<file path="src/rtl/powerup_spawner.sv">
// Schedules falling power-up drops. A free-running Galois LFSR supplies both the
// random extra delay between power-ups and the X column each one spawns from.
module powerup_spawner #(
  parameter logic [15:0] LFSR_SEED  = 16'hACE1,
  parameter int          MIN_DELAY  = 120,
  parameter logic [7:0]  DELAY_MASK = 8'hFF,
  parameter int          X_MIN      = 10,
  parameter int          X_MAX      = 620,
  parameter int          SPAWN_TMO  = 4
) (
  input  logic       i_frame_clk,
  input  logic       i_reset,
  input  logic       i_enable,
  input  logic       i_powerup_exists,
  input  logic       i_got_powerup,
  output logic       o_generate_powerup,
  output logic [9:0] o_powerup_startpos,
  output logic [7:0] o_collected_count,
  output logic [1:0] o_spawner_state
);

  typedef enum logic [1:0] {
    IDLE   = 2'd0,
    WAIT   = 2'd1,
    SPAWN  = 2'd2,
    ACTIVE = 2'd3
  } spawnState_t;

  // An all-zero seed would lock the LFSR at zero forever, so it is replaced by 1.
  localparam logic [15:0] SEED_EFF    = (LFSR_SEED == 16'h0000) ? 16'h0001 : LFSR_SEED;
  localparam logic [15:0] LFSR_TAPS   = 16'hB400;
  localparam logic [9:0]  X_MIN_V     = 10'(X_MIN);
  localparam logic [9:0]  SPAN        = 10'(X_MAX - X_MIN);
  localparam logic [9:0]  SPAN_P1     = 10'(X_MAX - X_MIN + 1);
  localparam logic [10:0] MIN_DELAY_V = 11'(MIN_DELAY);
  localparam logic [7:0]  TMO_INIT    = 8'(SPAWN_TMO - 1);

  spawnState_t r_state;
  logic [15:0] r_lfsr;
  logic [10:0] r_delayCnt;
  logic [7:0]  r_timeout;
  logic        r_generate;
  logic [9:0]  r_startPos;
  logic [7:0]  r_collected;

  logic [15:0] w_lfsrNext;
  logic [10:0] w_reload;
  logic [9:0]  w_raw;
  logic [9:0]  w_posOff;
  logic [9:0]  w_pos;

  // Span+1 is at least 512, so a single wrap-around subtraction keeps the column in range.
  always_comb begin
    w_lfsrNext = (r_lfsr >> 1) ^ (r_lfsr[0] ? LFSR_TAPS : 16'h0000);
    w_reload   = MIN_DELAY_V + {3'b000, r_lfsr[15:8] & DELAY_MASK};
    w_raw      = r_lfsr[9:0];
    w_posOff   = (w_raw > SPAN) ? (w_raw - SPAN_P1) : w_raw;
    w_pos      = X_MIN_V + w_posOff;
  end

  always_ff @(posedge i_frame_clk) begin
    if (i_reset) begin
      r_state     <= IDLE;
      r_lfsr      <= SEED_EFF;
      r_delayCnt  <= '0;
      r_timeout   <= '0;
      r_generate  <= 1'b0;
      r_startPos  <= X_MIN_V;
      r_collected <= '0;
    end else begin
      r_lfsr <= w_lfsrNext;
      if (i_got_powerup && (r_collected != 8'hFF)) begin
        r_collected <= r_collected + 8'd1;
      end
      if (!i_enable) begin
        r_state    <= IDLE;
        r_generate <= 1'b0;
      end else begin
        case (r_state)
          IDLE: begin
            r_state    <= WAIT;
            r_delayCnt <= w_reload;
          end
          // With the counter expired, a lingering power-up holds us here until it is gone.
          WAIT: begin
            if (r_delayCnt != 11'd0) begin
              r_delayCnt <= r_delayCnt - 11'd1;
            end else if (!i_powerup_exists) begin
              r_state    <= SPAWN;
              r_startPos <= w_pos;
              r_generate <= 1'b1;
              r_timeout  <= TMO_INIT;
            end
          end
          SPAWN: begin
            if (i_powerup_exists) begin
              r_state    <= ACTIVE;
              r_generate <= 1'b0;
            end else if (r_timeout == 8'd0) begin
              r_state    <= WAIT;
              r_delayCnt <= w_reload;
              r_generate <= 1'b0;
            end else begin
              r_timeout <= r_timeout - 8'd1;
            end
          end
          ACTIVE: begin
            if (!i_powerup_exists) begin
              r_state    <= WAIT;
              r_delayCnt <= w_reload;
            end
          end
          default: r_state <= IDLE;
        endcase
      end
    end
  end

  assign o_generate_powerup = r_generate;
  assign o_powerup_startpos = r_startPos;
  assign o_collected_count  = r_collected;
  assign o_spawner_state    = r_state;

endmodule
</file>
<file path="config.mk">
export PLATFORM = sky130hd
export DESIGN_NAME = powerup_spawner
export DESIGN_NICKNAME = d
export VERILOG_FILES = /design/src/rtl/powerup_spawner.sv
export SDC_FILE = /design/constraint.sdc
export NUM_CORES = 1
export LEC_CHECK = 0
export CORE_MARGIN = 2
export CORE_UTILIZATION = 55
export DETAILED_ROUTE_END_ITERATION = 7
export PLACE_DENSITY_LB_ADDON = 0.1
export SETUP_SLACK_MARGIN = 0.02
export SYNTH_ARGS = -nofsm -noshare
export SYNTH_HDL_FRONTEND = slang
export SYNTH_SLANG_ARGS = --single-unit
</file>
<file path="constraint.sdc">
create_clock -name i_frame_clk -period 6.8 [get_ports i_frame_clk]
set_clock_uncertainty 0.15 [all_clocks]
set_input_delay 1.02 -clock i_frame_clk [delete_from_list [all_inputs] [get_ports i_frame_clk]]
set_output_delay 1.02 -clock i_frame_clk [all_outputs]
set_load 0.1 [all_outputs]
</file>
======== Word-level counts from Yosys, hierarchy flattened ========
Index checks and enable logic that the tools add are counted.
word-level totals
  flip-flop bits (word level) ............. 56
  bits in latches ......................... 0
  RAM bits ................................ 0
  memory bits (read-only) ................. 0
  input bits .............................. 5
  logic and storage cells ................. 64
  memories kept ........................... 0
operators by class
  add/sub/neg operators ................... 6
  $mul .................................... 0
  div/mod/pow operators ................... 0
  magnitude comparators ................... 1
  equality and inequality tests ........... 12
  shift operators ......................... 0
  muxes and demuxes ....................... 23
  bitwise gates (word level) .............. 4
  reduce and logical (&&, ||, !) cells .... 11
operator list
  cell                                                count
  two-way mux 11 bit                                  4
  case mux 11 bit (4 select lines)                    1
  two-way mux 8 bit                                   4
  two-way mux 16 bit                                  1
  case mux 8 bit (2 select lines)                     1
  XOR 15 x 16 -> 16 bit                               1
  != test 2 bit, second input constant                7
  AND reduction 4 bit                                 3
  nonzero test 11 bit                                 1
  subtractor 11 x 1 -> 11 bit, second input constant  1
  adder 4 x 10 -> 10 bit, first input constant        1
  > comparator 10 bit, second input constant          1
  two-way mux 10 bit                                  1
  two-way mux 2 bit                                   5
  subtractor 10 bit, second input constant            1
  adder 7 x 8 -> 9 bit, first input constant          1
  adder 8 x 1 -> 8 bit, second input constant         1
  zero test 8 bit                                     1
  != test 8 bit, second input constant                1
  case mux 2 bit (4 select lines)                     1
  subtractor 8 x 1 -> 8 bit, second input constant    1
  AND reduction 6 bit                                 1
  AND reduction 5 bit                                 1
  equality test 2 bit, second input constant          2
  other kinds (9)                                     14

======== Depth between registers and ports, before layout ========
  word-level depth ........................ 4
  gate-level depth with buffers ........... 12
  mapped depth without buffers ............ 11

======== Worst setup path before layout ========
No wires, ideal clock.
  path type ............................... reg2reg
  start point ............................. register r_lfsr[0]
  end point ............................... register r_startPos[7], in the netlist o_powerup_startpos[7]
  arrival time ............................ 2385 ps
  slack ................................... 4143 ps
  stages on the path, launching flop included .. 13
  clock period less this slack ............ 2657 ps
  path through ............................ dfxtp_1 > clkbuf_1 > inv_1 > ha_1 > nor2b_1 > o31ai_1 > mux2i_1 > ha_1 > inv_1 > a21o_1 > nor3_2 > nor4_1 > a311o_1
on the way
  cells in the longest elaborated chain, start to end .. 3
  elaborated cells between the ends (all ways) .. 4
  classes of those cells .................. add/sub (2); order compare (1); mux (1)
ends and longest elaborated chain
  item                                                      line  source
  start: declaration                                        39    logic [15:0] r_lfsr;
  start signal: assignment                                  71    r_lfsr <= w_lfsrNext;
  subtractor 10 bit or > comparator 10 bit (tied branches)  57    w_posOff = (w_raw > SPAN) ? (w_raw - SPAN_P1) : w_raw;
  two-way mux 10 bit *                                      57
  adder 4 x 10 -> 10 bit *                                  58    w_pos = X_MIN_V + w_posOff;
  end signal: assignment                                    90    r_startPos <= w_pos;
  end: declaration                                          43    logic [9:0] r_startPos;
Every way passes the cells marked *; elsewhere a longest branch is shown, timed or not.
A chain may end at the register's enable or synchronous reset.

======== Worst setup path in the final report ========
  start point ............................. input i_powerup_exists
  end point ............................... register r_startPos[8], in the netlist o_powerup_startpos[8]
on the way
  cells in the longest elaborated chain, start to end .. 2
ends and longest elaborated chain
  item                           line  source
  start: declaration             14    input logic i_powerup_exists,
  NOT 1 bit (no line)            -
  AND reduction 4 bit (no line)  -
No other way between the ends.

==> impl_metrics.env <==
export IMPL_status="finished, final reports clean"
export IMPL_hold_slack_ns=0.289
export IMPL_ios=26
export IMPL_ys_ff_latch=56
export IMPL_num_vias=2582
export IMPL_place_congestion=0.922
export IMPL_hold_buffers=0
export IMPL_post_route_period_util=0.470
export IMPL_die_h_um=79.1
export IMPL_grt_usage=0.218
export IMPL_die_w_um=79.1
export IMPL_relSlewSlack=0.341
export IMPL_io_buffers=25
export IMPL_cts_resized=0
export IMPL_internal_power_uw=479
export IMPL_clockBufferDepth=2
export IMPL_dp_cells=453
export IMPL_drt_wl_total_mm=6.34
export IMPL_diodes=0
export IMPL_p_leak_uw=0.00128
export IMPL_setup_worst_path_start_class="input port"
export IMPL_detailed_place_hpwl_mm=4.38
export IMPL_crit_required_ns=6.88
export IMPL_post_drt_wl_per_cell_um=13.8
export IMPL_h_tree_depth=2
export IMPL_fin_ws_ns=3.61
export IMPL_cts_buffers_inserted=5
export IMPL_synth_area_per_cell_um2=8.26
export IMPL_syn_num_nets=392
export IMPL_viasPerCell=5.61
export IMPL_clkTransAtPathRegs_ns=0.10
export IMPL_netlist_area_um2=3100
export IMPL_grt_max_degree=45
export IMPL_p_sw_frac=0.328
export IMPL_final_cells=460
export IMPL_synthCells=375
export IMPL_p_per_area_nw_per_um2=209
export IMPL_dieArea_um2=6250
export IMPL_fin_nets=405
export IMPL_clkPwrFrac=0.254
export IMPL_synth_edf_count=0
export IMPL_rsz0062_at_grt="false"
export IMPL_synth_compound_area_frac=0.195
export IMPL_end_kind="register"
export IMPL_maxCapViolations=0
export IMPL_remaining_drc_errors=0
export IMPL_fin_crit_ns=3.19
export IMPL_clk_latency_ns=0.32
export IMPL_ir_drop_v=0.000144
export IMPL_synthDistinctLibCells=61
export IMPL_grt_pass1_wl_mm=11.0
export IMPL_critPathMaxFanout=21
export IMPL_dp_slack_ns=3.27
export IMPL_area_delta_synth_final_pct=10.4
export IMPL_post_cts_buffers=0
export IMPL_dr_first_iter_drc_count=120
export IMPL_drtPass1Iterations=4
export IMPL_overflow=0
export IMPL_yosys_area_share_simple=0.239
export IMPL_start_util=0.566
export IMPL_cts_root_buf="clkbuf_8"
export IMPL_ys_flop_type="dfxtp_1"
export IMPL_grt_pass1_vias=2400
export IMPL_synth_xor_area_share=0.0735
export IMPL_yosys_warnings=0
export IMPL_final_hold_violation_count=0
export IMPL_tns_ns=0
export IMPL_cts_sinks=56
export IMPL_power_share_sequential=0.516
export IMPL_async_reset_ff_frac=0
export IMPL_cts_tree="done"
export IMPL_hp_class="register to register"
export IMPL_timing_fmax_mhz=313
export IMPL_setup_viol=0
export IMPL_p_sw_uw=234
export IMPL_synth_top_family_by_area="simple AND/OR/NAND/NOR gates"
export IMPL_worstPathArrival_ns=3.27
export IMPL_core_area_um2=5470
export IMPL_antenna_found_initial=0
export IMPL_comb_power_share=0.231
export IMPL_row_count=27
export IMPL_synth_area_mux_share=0.0226
export IMPL_fillCellCount=493
export IMPL_worstSetupPathType="input port to register"
export IMPL_drtAntennaViolNets=0
export IMPL_synth_fa_ha_area_frac=0.0485
export IMPL_drive_gt1_frac=0.0670
export IMPL_seq_area_frac_synth=0.362
export IMPL_report_final_slew_viol_count=0
export IMPL_worst_pin_slew_ns=0.985
cells in the mapped netlist, types with 2 or more instances:
library cell | number | area [µm²]
a22oi_1 | 6 | 45.0
nor2_1 | 49 | 184
nor4_1 | 4 | 25.0
nand3b_1 | 2 | 15.0
mux2i_1 | 7 | 70.1
xor2_1 | 12 | 105
clkbuf_1 | 8 | 30.0
nand2_1 | 21 | 78.8
nand3_1 | 10 | 50.1
nor2b_1 | 6 | 37.5
o41ai_1 | 2 | 17.5
o31ai_1 | 2 | 15.0
or2_2 | 6 | 37.5
clkinv_1 | 2 | 7.51
ha_1 | 12 | 150
buf_2 | 10 | 50.1
inv_1 | 17 | 63.8
xnor2_1 | 14 | 123
nor3_1 | 13 | 65.1
a21boi_0 | 2 | 15.0
o22ai_1 | 3 | 18.8
a31oi_1 | 3 | 18.8
nand2b_1 | 2 | 12.5
nand4_1 | 6 | 37.5
o21ai_0 | 25 | 125
and3_1 | 4 | 25.0
nor4b_1 | 3 | 26.3
a21oi_1 | 21 | 105
a221oi_1 | 2 | 17.5
a211o_1 | 3 | 26.3
or3_1 | 9 | 56.3
buf_6 | 3 | 33.8
dfxtp_1 | 56 | 1120
a211oi_1 | 3 | 22.5
per-stage QoR:
stage          cell area (µm²)   util  total power (µW)
2_1_floorplan             3100      -               508
3_3_place_gp              3340  0.610               536
3_5_place_dp              3340  0.610               539
4_1_cts                   3420  0.625               719
5_1_grt                   3420  0.625               754
6_report                  3420  0.625               713
power by group through the flow:
stage	Clock, µW	Combinational [µW]	Sequential [µW]
CTS	187	165	367
detailed placement	0	164	375
global route	198	184	372
global placement	0	161	375
finish	181	165	368
floorplan	0	123	385
final timing paths:
| kind | slack, ns | startpoint | cells after the start | endpoint |
|---|---|---|---|---|
| min reg2reg | 0.29 | r_lfsr[10] | 2 | r_lfsr[9] |
| max | 3.61 | i_powerup_exists | 5 | o_powerup_startpos[8] |
| min | 0.29 | r_lfsr[10] | 2 | r_lfsr[9] |
| max reg2reg | 3.82 | r_delayCnt[0] | 8 | o_powerup_startpos[8] |
layer usage:
layer	up-vias	wire length (µm)	global-route usage
li1	1346	-	-
met2	51	2940	0.361
met3	9	194	0.0398
met4	0	97	0.0776
met5	-	0	0
met1	1176	3100	0.285
sequential cells by signal (all words and copies together), names as in the netlist:
register,cells
o_generate_powerup,1
r_lfsr,16
o_powerup_startpos,10
r_delayCnt,11
o_spawner_state,2
o_collected_count,8
r_timeout,8
cells by family after synthesis:
family / after synthesis
AOI/OAI and AO/OA: 89
xor gates and xnor gates: 26
adders and majority gates: 12
buffers and inverters: 40
DFF: 56
muxes: 7
and+or+nand+nor: 145
final cells by class:
class,instances,area (µm²),share of cell area
clock buffers,5,68.8,0.0201
clock inverters,2,12.5,0.00366
inverters,19,71.3,0.0208
multi-input cells,279,1790,0.524
flip-flops and latches,56,1120,0.328
well taps,72,90.1,0.0263
repair buffers,27,265,0.0775
cells in the final DEF, fill, tap and decap left out, types with 3 or more instances in the layout:
master	n
nand2_1	21
nor4b_1	3
clkdlybuf4s50_1	25
nand3_1	10
nor2b_1	6
or3_1	9
or2_2	6
nor4_1	4
inv_1	17
xor2_1	12
mux2i_1	7
and3_1	4
a211oi_1	3
nor2_1	49
a22oi_1	6
dfxtp_1	56
xnor2_1	14
o22ai_1	3
ha_1	12
clkbuf_8	5
nand4_1	6
a211o_1	3
nor3_1	13
a31oi_1	3
o21ai_0	25
a21oi_1	21
critical path, stage by stage:
cell and delay, ns:
clkdlybuf4s50_1 0.55, nor2b_1 0.28, nand3_1 0.62, or3_1 0.59
o311ai_1 0.21
Note: power is estimated with default switching activity, not from simulation.
